$ cat src/rtl/srec_loader.sv
// srec_loader: Motorola S-record parser feeding a byte-wide memory load port.
//
// Ports:
//   clk, rst          clock and synchronous active-high reset
//   char_in[7:0]      ASCII character from the host/UART
//   char_valid        char_in valid this cycle
//   char_ready        loader accepts char_in (low only in DONE)
//   srec_address      byte address of the current write (registered)
//   srec_data_in      byte being written (registered)
//   srec_access_size  constant 2'b00, byte access
//   srec_rw           one-cycle write strobe
//   srec_parse        high while loading; processor stays stalled
//   done              sticky, termination record received
//   entry_pc          address field of the S7/S8/S9 record
//   err               sticky, format or checksum error seen
//   rec_count         records closed with a good checksum (saturating)
//   csum_err_count    records closed with a bad checksum (saturating)
module srec_loader #(
  parameter bit CSUM_CHECK = 1'b1,
  parameter int CNT_W      = 16
) (
  input  logic             clk,
  input  logic             rst,
  input  logic [7:0]       char_in,
  input  logic             char_valid,
  output logic             char_ready,
  output logic [31:0]      srec_address,
  output logic [7:0]       srec_data_in,
  output logic [1:0]       srec_access_size,
  output logic             srec_rw,
  output logic             srec_parse,
  output logic             done,
  output logic [31:0]      entry_pc,
  output logic             err,
  output logic [CNT_W-1:0] rec_count,
  output logic [CNT_W-1:0] csum_err_count
);

  typedef enum logic [3:0] {
    S_IDLE, S_TYPE, S_CNT_H, S_CNT_L, S_ADDR,
    S_DATA, S_CSUM, S_EOL, S_SKIP, S_DONE
  } state_t;

  state_t           state_q, state_d;
  logic [3:0]       rtype_q, rtype_d;     // record type digit
  logic [2:0]       abytes_q, abytes_d;   // address field width in bytes
  logic [3:0]       hi_q, hi_d;           // pending high nibble
  logic [3:0]       nib_left_q, nib_left_d;
  logic             lo_phase_q, lo_phase_d;
  logic [31:0]      addr_q, addr_d;       // address field, then running write address
  logic [7:0]       dleft_q, dleft_d;     // data bytes still to come
  logic [7:0]       sum_q, sum_d;
  logic [31:0]      wr_addr_q, wr_addr_d;
  logic [7:0]       wr_data_q, wr_data_d;
  logic             rw_q, rw_d;
  logic             parse_q, parse_d;
  logic             done_q, done_d;
  logic [31:0]      entry_q, entry_d;
  logic             err_q, err_d;
  logic [CNT_W-1:0] rec_q, rec_d;
  logic [CNT_W-1:0] cerr_q, cerr_d;

  logic       is_hex;
  logic [3:0] hex_val;
  logic [7:0] byte_val;
  logic [7:0] csum_total;
  logic       accept;
  logic       writable;
  logic       terminator;

  // ASCII hex digit decode; letters map via low nibble + 9 (A=0x41 -> 10).
  always_comb begin
    is_hex  = 1'b1;
    hex_val = 4'd0;
    if (char_in >= 8'h30 && char_in <= 8'h39) begin
      hex_val = char_in[3:0];
    end else if ((char_in >= 8'h41 && char_in <= 8'h46) ||
                 (char_in >= 8'h61 && char_in <= 8'h66)) begin
      hex_val = char_in[3:0] + 4'd9;
    end else begin
      is_hex = 1'b0;
    end
  end

  assign byte_val   = {hi_q, hex_val};
  assign csum_total = sum_q + byte_val;
  assign accept     = char_valid && (state_q != S_DONE);
  assign writable   = (rtype_q == 4'd1) || (rtype_q == 4'd2) || (rtype_q == 4'd3);
  assign terminator = (rtype_q == 4'd7) || (rtype_q == 4'd8) || (rtype_q == 4'd9);

  always_comb begin
    state_d    = state_q;
    rtype_d    = rtype_q;
    abytes_d   = abytes_q;
    hi_d       = hi_q;
    nib_left_d = nib_left_q;
    lo_phase_d = lo_phase_q;
    addr_d     = addr_q;
    dleft_d    = dleft_q;
    sum_d      = sum_q;
    wr_addr_d  = wr_addr_q;
    wr_data_d  = wr_data_q;
    rw_d       = 1'b0;
    parse_d    = parse_q;
    done_d     = done_q;
    entry_d    = entry_q;
    err_d      = err_q;
    rec_d      = rec_q;
    cerr_d     = cerr_q;

    // CR is transparent in every state.
    if (accept && char_in != 8'h0D) begin
      case (state_q)
        S_IDLE: if (char_in == 8'h53) state_d = S_TYPE;
        S_TYPE: begin
          if (char_in >= 8'h30 && char_in <= 8'h39 && char_in != 8'h34) begin
            rtype_d = char_in[3:0];
            case (char_in[3:0])
              4'd2, 4'd6, 4'd8: abytes_d = 3'd3;
              4'd3, 4'd7:       abytes_d = 3'd4;
              default:          abytes_d = 3'd2;
            endcase
            state_d = S_CNT_H;
          end else begin
            err_d   = 1'b1;
            state_d = S_SKIP;
          end
        end
        S_CNT_H: begin
          if (is_hex) begin
            hi_d    = hex_val;
            state_d = S_CNT_L;
          end else begin
            err_d   = 1'b1;
            state_d = S_SKIP;
          end
        end
        S_CNT_L: begin
          if (!is_hex || byte_val < ({5'd0, abytes_q} + 8'd1)) begin
            err_d   = 1'b1;
            state_d = S_SKIP;
          end else begin
            sum_d      = byte_val;
            dleft_d    = byte_val - {5'd0, abytes_q} - 8'd1;
            nib_left_d = {abytes_q, 1'b0};
            addr_d     = 32'd0;
            lo_phase_d = 1'b0;
            state_d    = S_ADDR;
          end
        end
        S_ADDR: begin
          if (is_hex) begin
            addr_d     = {addr_q[27:0], hex_val};
            nib_left_d = nib_left_q - 4'd1;
            // An even count of remaining nibbles means this is a high nibble.
            if (!nib_left_q[0]) hi_d = hex_val;
            else                sum_d = sum_q + byte_val;
            if (nib_left_q == 4'd1) state_d = (dleft_q == 8'd0) ? S_CSUM : S_DATA;
          end else begin
            err_d   = 1'b1;
            state_d = S_SKIP;
          end
        end
        S_DATA: begin
          if (!is_hex) begin
            err_d   = 1'b1;
            state_d = S_SKIP;
          end else if (!lo_phase_q) begin
            hi_d       = hex_val;
            lo_phase_d = 1'b1;
          end else begin
            lo_phase_d = 1'b0;
            sum_d      = sum_q + byte_val;
            dleft_d    = dleft_q - 8'd1;
            // Bytes are streamed out immediately; only load records write.
            if (writable) begin
              rw_d      = 1'b1;
              wr_addr_d = addr_q;
              wr_data_d = byte_val;
              addr_d    = addr_q + 32'd1;
            end
            if (dleft_q == 8'd1) state_d = S_CSUM;
          end
        end
        S_CSUM: begin
          if (!is_hex) begin
            err_d   = 1'b1;
            state_d = S_SKIP;
          end else if (!lo_phase_q) begin
            hi_d       = hex_val;
            lo_phase_d = 1'b1;
          end else begin
            lo_phase_d = 1'b0;
            if (csum_total == 8'hFF) begin
              if (rec_q != '1) rec_d = rec_q + CNT_W'(1);
            end else begin
              if (cerr_q != '1) cerr_d = cerr_q + CNT_W'(1);
              if (CSUM_CHECK) err_d = 1'b1;
            end
            state_d = S_EOL;
          end
        end
        S_EOL: begin
          if (char_in == 8'h0A) begin
            if (terminator) begin
              entry_d = addr_q;
              done_d  = 1'b1;
              parse_d = 1'b0;
              state_d = S_DONE;
            end else begin
              state_d = S_IDLE;
            end
          end else begin
            err_d   = 1'b1;
            state_d = S_SKIP;
          end
        end
        S_SKIP: if (char_in == 8'h0A) state_d = S_IDLE;
        default: state_d = state_q;
      endcase
    end
  end

  always_ff @(posedge clk) begin
    if (rst) begin
      state_q    <= S_IDLE;
      rtype_q    <= 4'd0;
      abytes_q   <= 3'd0;
      hi_q       <= 4'd0;
      nib_left_q <= 4'd0;
      lo_phase_q <= 1'b0;
      addr_q     <= 32'd0;
      dleft_q    <= 8'd0;
      sum_q      <= 8'd0;
      wr_addr_q  <= 32'd0;
      wr_data_q  <= 8'd0;
      rw_q       <= 1'b0;
      parse_q    <= 1'b1;
      done_q     <= 1'b0;
      entry_q    <= 32'd0;
      err_q      <= 1'b0;
      rec_q      <= '0;
      cerr_q     <= '0;
    end else begin
      state_q    <= state_d;
      rtype_q    <= rtype_d;
      abytes_q   <= abytes_d;
      hi_q       <= hi_d;
      nib_left_q <= nib_left_d;
      lo_phase_q <= lo_phase_d;
      addr_q     <= addr_d;
      dleft_q    <= dleft_d;
      sum_q      <= sum_d;
      wr_addr_q  <= wr_addr_d;
      wr_data_q  <= wr_data_d;
      rw_q       <= rw_d;
      parse_q    <= parse_d;
      done_q     <= done_d;
      entry_q    <= entry_d;
      err_q      <= err_d;
      rec_q      <= rec_d;
      cerr_q     <= cerr_d;
    end
  end

  assign char_ready       = (state_q != S_DONE);
  assign srec_address     = wr_addr_q;
  assign srec_data_in     = wr_data_q;
  assign srec_access_size = 2'b00;
  assign srec_rw          = rw_q;
  assign srec_parse       = parse_q;
  assign done             = done_q;
  assign entry_pc         = entry_q;
  assign err              = err_q;
  assign rec_count        = rec_q;
  assign csum_err_count   = cerr_q;

endmodule
$ cat config.mk
export PLATFORM = sky130hd
export DESIGN_NAME = srec_loader
export DESIGN_NICKNAME = d
export VERILOG_FILES = /design/src/rtl/srec_loader.sv
export SDC_FILE = /design/constraint.sdc
export NUM_CORES = 1
export LEC_CHECK = 0
export BUFFER_PORTS_ARGS = -buffer_cell sky130_fd_sc_hd__buf_2
export CAP_MARGIN = 25
export CORE_ASPECT_RATIO = 0.6
export CORE_MARGIN = 3
export CORE_UTILIZATION = 45
export CTS_CLUSTER_DIAMETER = 30
export DETAILED_ROUTE_END_ITERATION = 12
export GPL_TIMING_DRIVEN = 0
export PLACE_DENSITY = 0.61
export SYNTH_ARGS = -nofsm -noshare
export SYNTH_HDL_FRONTEND = slang
export SYNTH_SLANG_ARGS = --single-unit
$ cat constraint.sdc
create_clock -name clk -period 9.9 [get_ports clk]
set_clock_uncertainty 0.1 [all_clocks]
set_input_delay 1.485 -clock clk [delete_from_list [all_inputs] [get_ports clk]]
set_output_delay 1.485 -clock clk [all_outputs]
set_load 0.01 [all_outputs]
==> metrics <==
status finished, final reports clean; maximum clock rate about 160 MHz; Critical Path AT about 6.4 ns; Die X slightly below 200 um; CTS hold repair buffers 0; drt first pass iters 5; number of stages on the worst hold path 2; die height between 100 and 150 um; M2 GR Usage 33.38%; Worst Reg-to-Reg Cells 11; CTS Sinks around 180; Async SR Flop Fraction 0%; Worst slew margin 31.35%; Routability Congestion between 0.9 and 1; Pleak roughly 4.0 nW; M3 GR Usage 9.435%; routed vias between 9,000 and 10,000; CP Max Fanout 10; Synth Area per Inst around 7.6 um^2; Tcrit/Tclk final a little over three fifths; Hold WC Path Type flip-flop to flip-flop; largest net degree at the start of global routing 17; DRC 0; count of cell types in the netlist 76; grt peak-use layer met1; Initial DRC Count 840; DP Wirelength 22,710 um; Largest stage delay, worst path ~0.61 ns; Mapped Area approximately 0.0094 mm^2; post-layout util between 50% and 60%; slowest stage cell, crit path or4b_2; gr ovfl total 0; CP required roughly 10 ns; Core ar. 0.02027 mm^2; layout cells sized above 1 between 10% and 20%; routed wire length between 30,000 and 40,000 um; GR Util All Layers roughly 27%; clk buf depth 2; Via density 5.749; first-pass GRT wire length between 40,000 and 50,000 um; Die ar. 0.02277 mm^2; Port Buffers 117; Setup CP Type input pin to flip-flop; type of origin of the critical path input pin; vias in the first global route between 8,000 and 9,000; final antenna-violating net count 0; M1 GR Usage around 44%; Synth Flop Type dfxtp_1; post_cts resized 0; Ys Warns 0; endpoints failing setup 0; num rows 40; postcts setup bufs 0; clk_lat worst skew 0.45 ns; # Max-Cap Violations 0; RSZ-0062 raised after global routing no; Area growth, synth to finish 16.24%; final worst path period need around 6.2 ns; I/O pin cnt around 120; fillers a little over 2,000; EDFF count, synth 0; Clk pin slew, worst setup/hold paths about 0.070 ns; post-synthesis cell count between 1,000 and 1,500; VDD IR max about 0.12 mV; Fin. Hold Viols 0; Slew @ Worst Pin ~1.0 ns; TritonCTS buffer count 17; n_diodes 0; DR WL/cell approximately 19 um; H-tree lvl count 4; antenna violations before repair 0; Worst Setup End Kind flip-flop; Seq/Total Area, Yosys between 30 and 40%; Final Max Tran Viols 0; CTS Root Cell clkbuf_16; Post-Route Setup TNS 0 ns; power density over cell area between 100 and 150 mW/mm^2; Initial Util between 40% and 50%; CP cell instances buf_2, inv_1, ha_1, or4b_2, a41oi_1, a211oi_4, and2_0, clkbuf_1, ha_1, fa_1, a211oi_1, o21bai_1, a21oi_1, xor2_1, nand4bb_1, clkbuf_1, nor4_1, mux2_2; Nets 1,412; CTS tree built; Seq cells post-synth 176
## path summary, 6_finish.rpt
| kind | slack [ns] | from | end |
|---|---|---|---|
| hold / removal | 0.35 | entry_pc[11] | entry_pc[11] |
| setup reg to reg | 6.47 | abytes_q[1] | addr_q[5] |
| hold reg to reg | 0.35 | entry_pc[11] | entry_pc[11] |
| setup / recovery | 3.69 | char_in[1] | rec_count[11] |
## layout by cell type, fill, tap and decap left out, drive strengths merged, types with 6 or more instances in the layout
cell type	netlist	routed
mux2	9	9
a221oi	9	9
nand3	36	36
clkbuf	72	91
xnor2	12	12
a21oi	143	143
clkinv	0	7
or2	6	6
nor2b	15	15
o31ai	11	11
buf	27	147
a211oi	14	14
nor3	35	35
o21ai	66	66
nand2	233	233
ha	26	26
nand4	10	10
xor2	13	13
nand3b	6	6
a22oi	7	7
mux2i	13	13
or4	10	10
or3	21	21
nor2	104	104
inv	23	26
a311oi	15	15
dfxtp	176	176
and3	14	14
nor4	11	11
a31oi	7	7
nand2b	11	11
## final cells by class
class / instances / area, um^2 / share of cell area [%]
inverters: 23 / 86.33 / 0.7883
multi-input cells: 936 / 5398 / 49.29
repair buffers: 120 / 605.6 / 5.530
well taps: 273 / 341.6 / 3.119
flip-flops and latches: 176 / 3523 / 32.17
clock buffers: 19 / 442.9 / 4.044
plain buffers: 99 / 417.9 / 3.816
clock inverters: 13 / 136.4 / 1.245
## report_power, final
part / internal (mW) / total [mW] / leakage [nW] / switching (mW)
Sequential: 0.715 / 0.721 / 1.42 / 0.00581
Combinational: 0.0563 / 0.171 / 2.32 / 0.115
Clock: 0.379 / 0.686 / 0.288 / 0.306
## metal layers
metal  part of all wire [%]  vias to the layer above
li1                       -                     4632
met1                     51                     4467
met2                     36                      414
met3                     11                       24
met4                    1.2                        0
met5                      0                        -
## state kept, by name, indices dropped and copies added, names as in the netlist, 3 cells and up
signal,count
abytes_q,3
srec_address,32
state_q,4
sum_q,8
rec_count,16
hi_q,4
srec_data_in,8
addr_q,32
dleft_q,8
rtype_q,4
entry_pc,32
nib_left_q,4
csum_err_count,16
## per-stage QoR
| stage | worst slack [ns] | hold WS (ns) | area, um^2 | std cells | power (mW) |
|---|---|---|---|---|---|
| CTS | 3.796 | 0.3541 | 10940 | 1658 | 1.581 |
| floorplan | 4.334 | 0.3448 | 9425 | 1234 | 0.8556 |
| detailed placement | 3.320 | 0.3451 | 10360 | 1626 | 0.9012 |
| finish | 3.688 | 0.3514 | 10950 | 1659 | 1.578 |
| global route | 3.400 | 0.3733 | 10950 | 1659 | 1.630 |
| global placement | 3.329 | 0.3323 | 10350 | 1624 | 0.9001 |
## Yosys cell counts (all sizes together), types with 14 or more instances
cell type	count	area, um^2
or3	21	131.4
o21ai	66	330.3
nand2	233	874.6
and3	14	87.58
inv	23	86.33
a311oi	15	131.4
clkbuf	72	270.3
ha	26	325.3
nor2	104	390.4
dfxtp	176	3523
a211oi	14	140.1
nor3	35	175.2
buf	27	147.6
nor2b	15	93.84
nand3	36	180.2
a21oi	143	715.7
## logic make-up after synthesis
logic type / share of synthesized area, %
adder cells (fa/ha/maj): 3.878
flip-flops: 37.40
AND/OR/NAND/NOR: 27.00
other: 0.03980
XOR/XNOR: 2.324
multiplexers: 2.457
buffers and inverters: 5.352
AO/OA/AOI/OAI: 21.55
## worst max-delay path, delay by kind of cell
family | cells | cell delay (ns)
and+or+nand+nor | 4 | 1.55
AOI/OAI and AO/OA | 5 | 1.21
adders and majority gates | 3 | 0.91
buffers and inverters | 4 | 0.76
muxes | 1 | 0.38
xor gates and xnor gates | 1 | 0.14
Power figures use the tool's default switching activity.
